==> config.mk <==
export PLATFORM = sky130hd
export DESIGN_NAME = split_arbiter
export DESIGN_NICKNAME = d
export VERILOG_FILES = /design/src/rtl/split_arbiter_pkg.sv /design/src/rtl/split_arbiter_split_tracker.sv /design/src/rtl/split_arbiter.sv
export SDC_FILE = /design/constraint.sdc
export NUM_CORES = 1
export LEC_CHECK = 0
export CAP_MARGIN = 10
export CORE_UTILIZATION = 40
export DETAILED_ROUTE_END_ITERATION = 10
export PLACE_DENSITY = 0.69
export RECOVER_POWER = 25
export SETUP_SLACK_MARGIN = 0.05
export SLEW_MARGIN = 0
export SYNTH_ARGS = -nofsm -noshare
export SYNTH_HDL_FRONTEND = slang
export SYNTH_SLANG_ARGS = --single-unit
export TNS_END_PERCENT = 1
==> constraint.sdc <==
create_clock -name MASTER_CLK -period 4.22 [get_ports MASTER_CLK]
set_clock_uncertainty 0.2 [all_clocks]
set_input_delay 0.633 -clock MASTER_CLK [delete_from_list [all_inputs] [get_ports MASTER_CLK]]
set_output_delay 0.633 -clock MASTER_CLK [all_outputs]
set_load 0.05 [all_outputs]
==> src/rtl/split_arbiter_pkg.sv <==
// Shared types and encodings for the split-transaction bus arbiter.
package split_arbiter_pkg;

    // Arbiter FSM states.
    typedef enum logic [1:0] {
        ST_IDLE    = 2'b00,
        ST_GRANT   = 2'b01,
        ST_BUSY    = 2'b10,
        ST_RELEASE = 2'b11
    } arb_state_t;

    // BUS_GRANT mux-select encodings.
    localparam logic [1:0] BUS_GRANT_NONE = 2'b00;
    localparam logic [1:0] BUS_GRANT_M1   = 2'b01;
    localparam logic [1:0] BUS_GRANT_M2   = 2'b10;

    // Slave-select encodings.
    localparam logic [1:0] SLV_S1      = 2'b00;
    localparam logic [1:0] SLV_S2      = 2'b01;
    localparam logic [1:0] SLV_S3      = 2'b10;
    localparam logic [1:0] SLV_INVALID = 2'b11;

    // One-hot slave vector matching the S_SPLIT_EN / S_SPLIT_READY bit order.
    function automatic logic [2:0] slave_onehot(input logic [1:0] sel);
        logic [2:0] oh;
        oh = 3'b000;
        case (sel)
            SLV_S1:  oh = 3'b001;
            SLV_S2:  oh = 3'b010;
            SLV_S3:  oh = 3'b100;
            default: oh = 3'b000;
        endcase
        return oh;
    endfunction

endpackage

==> src/rtl/split_arbiter_split_tracker.sv <==
// Tracks the single outstanding split (owner, slave, ready flag) and
// derives which master requests are currently eligible for a normal grant.
module split_tracker
    import split_arbiter_pkg::*;
(
    input  logic       clk,
    input  logic       rst_n,
    input  logic [1:0] rqst,            // bit0 = M1, bit1 = M2
    input  logic [1:0] m1_sel,
    input  logic [1:0] m2_sel,
    input  logic       split_record,    // BUSY saw a split from the selected slave
    input  logic       split_owner,     // 0 = M1 owns the split, 1 = M2
    input  logic [1:0] split_slave,
    input  logic       resume_grant,    // FSM is issuing the resume grant now
    input  logic [2:0] s_split_ready,
    output logic [1:0] eligible,        // bit0 = M1, bit1 = M2
    output logic       split_pending,
    output logic       resume_valid,
    output logic       resume_owner,    // 0 = M1, 1 = M2
    output logic [1:0] resume_slave,
    output logic       m1_parked,
    output logic       m2_parked
);

    logic [1:0] parked_reg;
    logic [1:0] slave_reg;
    logic       ready_reg;
    logic [1:0] sel_arr [2];

    assign sel_arr[0]    = m1_sel;
    assign sel_arr[1]    = m2_sel;
    assign split_pending = |parked_reg;
    assign resume_valid  = split_pending && ready_reg;
    assign resume_owner  = parked_reg[1];
    assign resume_slave  = slave_reg;
    assign m1_parked     = parked_reg[0];
    assign m2_parked     = parked_reg[1];

    // A request is eligible when it targets a real slave, its master is not
    // parked, and it does not target the slave that currently owns a split.
    // The owner returns through the resume path, not through this mask.
    generate
        for (genvar gi = 0; gi < 2; gi++) begin : g_elig
            assign eligible[gi] = rqst[gi]
                               && (sel_arr[gi] != SLV_INVALID)
                               && !parked_reg[gi]
                               && !(split_pending && (sel_arr[gi] == slave_reg));
        end
    endgenerate

    // Split record: set on a new split, cleared by the resume grant; the ready
    // flag only listens to the slave that owns the split.
    always_ff @(posedge clk or negedge rst_n) begin
        if (!rst_n) begin
            parked_reg <= 2'b00;
            slave_reg  <= SLV_S1;
            ready_reg  <= 1'b0;
        end else if (resume_grant) begin
            parked_reg <= 2'b00;
            ready_reg  <= 1'b0;
        end else if (split_record && !split_pending) begin
            parked_reg <= split_owner ? 2'b10 : 2'b01;
            slave_reg  <= split_slave;
            ready_reg  <= 1'b0;
        end else if (split_pending && |(s_split_ready & slave_onehot(slave_reg))) begin
            ready_reg  <= 1'b1;
        end
    end

endmodule

==> src/rtl/split_arbiter.sv <==
// Two-master, three-slave bus arbiter with round-robin fairness, a single
// outstanding split transaction, and a BUSY watchdog timeout.
module split_arbiter
    import split_arbiter_pkg::*;
#(
    parameter int unsigned TIMEOUT_CYCLES = 255
) (
    input  logic       MASTER_CLK,
    input  logic       MASTER_RST,
    input  logic       M1_RQST,
    input  logic       M2_RQST,
    input  logic [1:0] M1_SLAVE_SEL,
    input  logic [1:0] M2_SLAVE_SEL,
    input  logic       TX_DONE,
    input  logic [2:0] S_SPLIT_EN,
    input  logic [2:0] S_SPLIT_READY,
    output logic       M1_GRANT,
    output logic       M2_GRANT,
    output logic [1:0] BUS_GRANT,
    output logic [1:0] SLAVE_SELECT,
    output logic       ARB_BUSY,
    output logic       BUS_BUSY,
    output logic       M1_SPLIT,
    output logic       M2_SPLIT,
    output logic       TIMEOUT
);

    localparam logic [9:0] COUNT_LAST = 10'(TIMEOUT_CYCLES - 1);

    arb_state_t state_reg, state_next;
    logic [9:0] count_reg, count_next;
    logic       rr_m2_reg, rr_m2_next;      // 1: M2 wins the next tie
    logic       m1_grant_reg, m1_grant_next;
    logic       m2_grant_reg, m2_grant_next;
    logic [1:0] bus_grant_reg, bus_grant_next;
    logic [1:0] slave_select_reg, slave_select_next;
    logic       arb_busy_reg, arb_busy_next;
    logic       bus_busy_reg, bus_busy_next;
    logic       timeout_reg, timeout_next;

    logic       split_record;
    logic       split_owner;
    logic       resume_grant;
    logic [1:0] eligible;
    logic       split_pending;
    logic       resume_valid;
    logic       resume_owner;
    logic [1:0] resume_slave;
    logic       pick_m2;

    split_tracker u_split_tracker (
        .clk           (MASTER_CLK),
        .rst_n         (MASTER_RST),
        .rqst          ({M2_RQST, M1_RQST}),
        .m1_sel        (M1_SLAVE_SEL),
        .m2_sel        (M2_SLAVE_SEL),
        .split_record  (split_record),
        .split_owner   (split_owner),
        .split_slave   (slave_select_reg),
        .resume_grant  (resume_grant),
        .s_split_ready (S_SPLIT_READY),
        .eligible      (eligible),
        .split_pending (split_pending),
        .resume_valid  (resume_valid),
        .resume_owner  (resume_owner),
        .resume_slave  (resume_slave),
        .m1_parked     (M1_SPLIT),
        .m2_parked     (M2_SPLIT)
    );

    assign M1_GRANT     = m1_grant_reg;
    assign M2_GRANT     = m2_grant_reg;
    assign BUS_GRANT    = bus_grant_reg;
    assign SLAVE_SELECT = slave_select_reg;
    assign ARB_BUSY     = arb_busy_reg;
    assign BUS_BUSY     = bus_busy_reg;
    assign TIMEOUT      = timeout_reg;

    // State, counter, round-robin pointer and all registered outputs.
    always_ff @(posedge MASTER_CLK or negedge MASTER_RST) begin
        if (!MASTER_RST) begin
            state_reg        <= ST_IDLE;
            count_reg        <= '0;
            rr_m2_reg        <= 1'b0;
            m1_grant_reg     <= 1'b0;
            m2_grant_reg     <= 1'b0;
            bus_grant_reg    <= BUS_GRANT_NONE;
            slave_select_reg <= SLV_S1;
            arb_busy_reg     <= 1'b0;
            bus_busy_reg     <= 1'b0;
            timeout_reg      <= 1'b0;
        end else begin
            state_reg        <= state_next;
            count_reg        <= count_next;
            rr_m2_reg        <= rr_m2_next;
            m1_grant_reg     <= m1_grant_next;
            m2_grant_reg     <= m2_grant_next;
            bus_grant_reg    <= bus_grant_next;
            slave_select_reg <= slave_select_next;
            arb_busy_reg     <= arb_busy_next;
            bus_busy_reg     <= bus_busy_next;
            timeout_reg      <= timeout_next;
        end
    end

    // Next-state and next-output logic; a resumed split beats round-robin,
    // and in BUSY the priority is TX_DONE, then split, then timeout.
    always_comb begin
        state_next        = state_reg;
        count_next        = count_reg;
        rr_m2_next        = rr_m2_reg;
        m1_grant_next     = m1_grant_reg;
        m2_grant_next     = m2_grant_reg;
        bus_grant_next    = bus_grant_reg;
        slave_select_next = slave_select_reg;
        timeout_next      = 1'b0;
        split_record      = 1'b0;
        split_owner       = m2_grant_reg;
        resume_grant      = 1'b0;
        pick_m2           = eligible[1] && (!eligible[0] || rr_m2_reg);

        case (state_reg)
            ST_IDLE: begin
                if (resume_valid) begin
                    resume_grant      = 1'b1;
                    state_next        = ST_GRANT;
                    count_next        = '0;
                    m1_grant_next     = !resume_owner;
                    m2_grant_next     = resume_owner;
                    bus_grant_next    = resume_owner ? BUS_GRANT_M2 : BUS_GRANT_M1;
                    slave_select_next = resume_slave;
                    rr_m2_next        = !resume_owner;
                end else if (|eligible) begin
                    state_next        = ST_GRANT;
                    count_next        = '0;
                    m1_grant_next     = !pick_m2;
                    m2_grant_next     = pick_m2;
                    bus_grant_next    = pick_m2 ? BUS_GRANT_M2 : BUS_GRANT_M1;
                    slave_select_next = pick_m2 ? M2_SLAVE_SEL : M1_SLAVE_SEL;
                    rr_m2_next        = !pick_m2;
                end
            end
            ST_GRANT: begin
                state_next = ST_BUSY;
            end
            ST_BUSY: begin
                if (TX_DONE) begin
                    state_next = ST_RELEASE;
                end else if (|(S_SPLIT_EN & slave_onehot(slave_select_reg)) && !split_pending) begin
                    split_record = 1'b1;
                    state_next   = ST_RELEASE;
                end else if (count_reg == COUNT_LAST) begin
                    timeout_next = 1'b1;
                    state_next   = ST_RELEASE;
                end else begin
                    count_next = count_reg + 10'd1;
                end
                if (state_next == ST_RELEASE) begin
                    m1_grant_next  = 1'b0;
                    m2_grant_next  = 1'b0;
                    bus_grant_next = BUS_GRANT_NONE;
                end
            end
            ST_RELEASE: begin
                state_next = ST_IDLE;
            end
            default: begin
                state_next = ST_IDLE;
            end
        endcase

        arb_busy_next = (state_next != ST_IDLE);
        bus_busy_next = (state_next == ST_GRANT) || (state_next == ST_BUSY);
    end

endmodule
* After elaboration in Yosys (flattened, before gate mapping)
Index checks and enable logic that the tools add are counted.
Widths: inputs -> output; s select.
** Operators by class
- Muxes and demuxes :: 50
- Bitwise logic cells :: 3
- Equality and inequality tests :: 20
- Add/subtract/negate cells :: 1
- Reduce and logical (&&, ||, !) cells :: 38
** Operators with widths (number)
- $mux 10 :: 5
- $mux 2 :: 17
- $pmux 10 s2 :: 1
- $pmux 3 s3 :: 2
- $mux 1 :: 17
- $logic_and 1x1->1 :: 13
- $eq 2x2->1 const B :: 6
- $mux 3 :: 4
- $ne 2x2->1 const B :: 6
- $add 10x1->10 const B :: 1
- $eq 10x8->1 const B :: 1
- $eq 2x1->1 const B :: 4
- $pmux 2 s4 :: 1
- $reduce_bool 2->1 :: 4
- $logic_not 1->1 :: 7
- $and 3x3->3 :: 2
- $logic_not 2->1 :: 3
- $reduce_or 3->1 :: 2
- $reduce_and 5->1 :: 1
- $eq 2x2->1 :: 2
- $pmux 1 s2 :: 2
- $pmux 2 s2 :: 1
- $reduce_and 2->1 :: 2
- $reduce_or 2->1 :: 2
- other kinds (5) :: 6
** Storage, ports and cells
- Logic and storage cells :: 125
- Bits of input ports :: 15
- Output and inout bits :: 11
- Register bits :: 27

* Depth between registers and ports, before layout
- Depth in word-level cells :: 19
- Depth in mapped cells :: 9
- Mapped depth without buffers :: 9

* Modules after synthesis
From an unflattened synthesis, not the netlist that was laid out.
** Second synthesis, totals
- Cells, all modules :: 173
- Area, all modules :: 1602.8 um2
** Modules (own cells, without submodules)
- split_arbiter :: cells each 134, times used 1, area an instance 1256.2 um2, sequential area each 500.5 um2
- split_tracker :: cells each 39, times used 1, area an instance 346.6 um2, sequential area each 125.1 um2

* Least setup slack after synthesis
OpenSTA, ideal clock, no wires.
- Kind :: reg2reg
- Start :: register u_split_tracker.parked_reg[0]
- End :: register count_reg[8]
- Period minus slack after synthesis :: 2539 ps
- Data required time :: 3896 ps
- Setup time :: 124 ps
- Cell stages (with the launch flop) :: 8
- Buffers on the path :: 1
- Data arrival time :: 2215 ps
- Setup slack :: 1681 ps
- Cells stage by stage :: dfrtp_1 nor2_1 or3_1 a221o_2 o221ai_4 buf_6 mux2i_1 nand2_1
** Between the ends
- Word-level cells in the longest chain between the ends :: 7
- Elaborated cells between the ends (all ways) :: 18
- Those cells by class :: eq/ne: 2; mux: 2; reduce/logical: 14
** Ends and longest elaborated chain
- from (decl) :: RTL line split_arbiter_split_tracker.sv:25 : logic [1:0] parked_reg;
- from (signal assigned) :: RTL line split_arbiter_split_tracker.sv:62 : parked_reg <= split_owner ? 2'b10 : 2'b01;
- $reduce_or 2->1 :: RTL line split_arbiter_split_tracker.sv:32 : assign split_pending = |parked_reg;
- $logic_and 1x1->1 :: RTL line split_arbiter_split_tracker.sv:47 : && !(split_pending && (sel_arr[gi] == slave_reg));
- $logic_not 1->1 :: RTL line split_arbiter_split_tracker.sv:47
- $logic_and 1x1->1 :: RTL line split_arbiter_split_tracker.sv:47
- $reduce_or 2->1 :: RTL line split_arbiter.sv:133 : end else if (|eligible) begin
- $ne 3x3->1 (no line)
- $reduce_and 5->1 (no line)
- to (signal assigned) :: RTL line split_arbiter.sv:94 : count_reg <= count_next;
- to (decl) :: RTL line split_arbiter.sv:31 : logic [9:0] count_reg, count_next;
Several ways; a longest one is shown, not always the timed one.
A chain may end at the register's enable or synchronous reset.

* Worst setup path in the final report
- Start :: input port M2_SLAVE_SEL[0]
- End :: register count_reg[3]
** Between the ends
- Word-level cells in the longest chain between the ends :: 7
- Elaborated cells between the ends (all ways) :: 10
- Those cells by class :: eq/ne: 3; reduce/logical: 7
** Ends and longest elaborated chain
- from (decl) :: RTL line split_arbiter.sv:13 : input logic [1:0] M2_SLAVE_SEL,
- $ne 2x2->1 or $eq 2x2->1 (tied branches) :: RTL line split_arbiter_split_tracker.sv:45, split_arbiter_split_tracker.sv:47
- $logic_and 1x1->1 (on tied branches) :: RTL line split_arbiter_split_tracker.sv:45, split_arbiter_split_tracker.sv:47
- $logic_and 1x1->1 or $logic_not 1->1 (tied branches) :: RTL line split_arbiter_split_tracker.sv:46, split_arbiter_split_tracker.sv:47
- $logic_and 1x1->1 * :: RTL line split_arbiter_split_tracker.sv:47
- $reduce_or 2->1 * :: RTL line split_arbiter.sv:133
- $ne 3x3->1 (no line) *
- $reduce_and 5->1 (no line) *
Mark *: on every way between the ends. The rest lies on a longest branch, timed or not.

==> impl_metrics.tcl <==
set metrics [dict create \
    clockBufferDepth 2 \
    io-pin-count 26 \
    syn_inst 167 \
    synth-seq-cells 25 \
    drv_cap 0 \
    cts_tree "done" \
    synth_compound_area_frac 0.167 \
    fillers 335 \
    area_growth_pct 20.4 \
    power_per_cell_area_nw_per_um2 659 \
    die_w_um 63.6 \
    route.met2.wl_um 1580 \
    firstDrtPassIters 4 \
    hold_class "flip-flop to flip-flop" \
    die-area_sq_um 4050 \
    via_per_inst 5.43 \
    setup.worst_path.class "primary input to flip-flop" \
    worstPathRequired_ps 4180 \
    slew_violations 0 \
    worstMarginPinSlew_ps 915 \
    rsz0062_at_grt "false" \
    place.gp.congestion 0.863 \
    slowest_stage "clkdlybuf4s50_1" \
    leakage_nw 0.832 \
    yosys_warnings 0 \
    wl_met3_um 112 \
    min_period_ps 2910 \
    setup-tns-final_ps 0 \
    synthMuxAreaShare 0.0741 \
    num_antenna_cells 0 \
    largest_reg_flops 10 \
    grt_usage 0.172 \
    seq_area_sq_um 626 \
    outcome "finished, final reports clean" \
    peakVddDrop_mv 0.218 \
    place_area_sq_um 1780 \
    port_buffers 25 \
    num_rows 22 \
    clkTransAtPathRegs_ps 90 \
    async_flop_share 1.00 \
    post_cts_buffers 0 \
    start_util 0.415 \
    crit_path_end_kind "flip-flop" \
    finalHoldViolations 0 \
    layout-drive-gt1-share 0.0474 \
    top_layer_used "met4" \
    synth_nets 187 \
    hpwl_um 2440 \
    ant_nets 0 \
    root_buffer "clkbuf_8" \
    setup-violations-final 0 \
    totalWireLength_um 3210 \
    clock_latency_ps 270 \
    seq_power_share 0.317 \
    crit_chain "clkdlybuf4s50_1, xor2_1, or3_1, a221o_2, o221ai_4, mux2i_1, nand2_1" \
    grt-ovfl-total 0 \
    cts_resized 0 \
    cts.sinks 25 \
    cp-start-kind "primary input" \
    wire_per_inst_um 13.5 \
    slowest_delay_ps 460 \
    drt_iter0_drc 60 \
    switchingPower_mw 0.577 \
    drcViolationCount 0 \
    synthXorXnorAreaFrac 0.0231 \
    met1_length_um 1450 \
    ys.flop_type "dfrtp_1" \
    synth-simple-area-share 0.215 \
    p_int_mw 0.628 \
    die_y_um 63.6 \
    hold_buffers 0 \
    fin_nets 211 \
    relSlewSlack 0.390 \
    clkPwrFrac 0.116 \
    fin_crit_sh 0.689 \
    yosysUniqueCellTypes 44 \
    synth_area_per_cell_sq_um 9.10 \
    syn_area_sq_um 1520 \
    critPathMaxFanout 12 \
    grt_pass1_wl_um 5510 \
    grt_pass1_vias 1273 \
    grt_max_degree 26 \
    antenna_found_initial 0 \
    ys_seq_area_frac 0.412 \
    fin_area_sq_um 1830 \
    fmax_mhz 344 \
    synth_top_family_by_area "simple AND/OR/NAND/NOR gates" \
    multiInputGateArea_sq_um 791 \
    switching_share 0.479 \
    h-tree-depth 1 \
    core_area_sq_um 3660 \
    pwr-share-comb 0.568 \
    vias 1292 \
    synthAdderAreaFrac 0.0412 \
    cts_made_buffers 3 \
    synth_edf_count 0 \
    arrival_ps 2860 \
]
critical path: cells and delay by family:
family                    cells  cell delay [ps]
AOI/OAI and AO/OA             2              890
buffers and inverters         1              460
and+or+nand+nor               2              420
muxes                         1              240
xor gates and xnor gates      1              190
per-layer routing:
layer / GRT usage / up-vias
li1: - / 641
met1: 0.207 / 615
met2: 0.298 / 29
met3: 0.0236 / 7
met4: 0.0852 / 0
met5: 0 / -
cells in the mapped netlist, drive strengths merged (2+ instances only):
| cell | n | area (sq um) |
|---|---|---|
| nand2 | 26 | 97.6 |
| nand2b | 2 | 12.5 |
| ha | 5 | 62.6 |
| mux2i | 9 | 90.1 |
| xor2 | 2 | 17.5 |
| buf | 5 | 42.5 |
| nand4 | 2 | 12.5 |
| a211oi | 5 | 42.5 |
| nor4 | 3 | 18.8 |
| nor2 | 8 | 30.0 |
| or3 | 2 | 12.5 |
| mux2 | 2 | 22.5 |
| inv | 14 | 52.6 |
| a21oi | 5 | 25.0 |
| o21ai | 4 | 20.0 |
| o31ai | 2 | 15.0 |
| a31oi | 2 | 12.5 |
| nand3 | 11 | 55.1 |
| nor3 | 8 | 45.0 |
| clkbuf | 2 | 7.51 |
| o211ai | 3 | 22.5 |
| dfrtp | 25 | 626 |
| xnor2 | 2 | 17.5 |
| a22o | 2 | 17.5 |
| a21o | 3 | 22.5 |
per-stage QoR:
step	utilization	worst slack, ps	instances	total power [mW]	hold slack (ps)
floorplan	-	1680	167	0.920	137
global placement	0.486	1120	233	1.05	268
detailed placement	0.486	1050	233	1.08	274
CTS	0.499	1330	237	1.22	295
global route	0.500	1180	238	1.30	342
finish	0.500	1310	238	1.21	302
path summary, 6_finish.rpt:
kind,from,cells past startpoint,slack [ps],end
min in group asynchronous,MASTER_RST,1,530,u_split_tracker.resume_slave[1]$_DFFE_PN0P_
min reg2reg,rr_m2_reg$_DFFE_PN0P_,2,300,rr_m2_reg$_DFFE_PN0P_
max reg2reg,state_reg[0]$_DFF_PN0_,7,1570,count_reg[5]$_DFFE_PN0P_
min,rr_m2_reg$_DFFE_PN0P_,2,300,rr_m2_reg$_DFFE_PN0P_
max in group asynchronous,MASTER_RST,2,2130,TIMEOUT$_DFF_PN0_
max,M2_SLAVE_SEL[0],7,1310,count_reg[3]$_DFFE_PN0P_
kinds of logic (layout without fill, tap and decap cells):
logic type	after synthesis	in the layout
AOI/OAI and AO/OA	33	33
xor gates and xnor gates	4	4
adders and majority gates	5	5
buffers and inverters	21	44
DFF	25	25
muxes	11	11
and+or+nand+nor	68	68
cell type report:
cell class | instances | share of cell area
inverter | 14 | 0.0287
multi-input combinational | 121 | 0.432
clock buffer | 3 | 0.0226
sequential | 25 | 0.342
clock inverter | 1 | 0.00274
timing repair buffer | 26 | 0.139
tap | 48 | 0.0328
power by group through the flow:
stage	registers [mW]	clock network, mW	logic [mW]
2_1_floorplan	0.473	0	0.447
3_3_place_gp	0.384	0	0.670
3_5_place_dp	0.387	0	0.689
4_1_cts	0.382	0.147	0.690
5_1_grt	0.392	0.156	0.753
6_report	0.382	0.139	0.684
cells in the final DEF (no fill, tap or decap), drive strengths merged, types with 3 or more instances in the layout:
master         count
nand2             26
clkdlybuf4s50     24
clkbuf             4
nor4               3
dfrtp             25
nor2               8
a211oi             5
a21o               3
o211ai             3
nand3             11
inv               14
a21oi              5
ha                 5
nor3               8
o21ai              4
mux2i              9
Note: power is estimated with default switching activity, not from simulation.
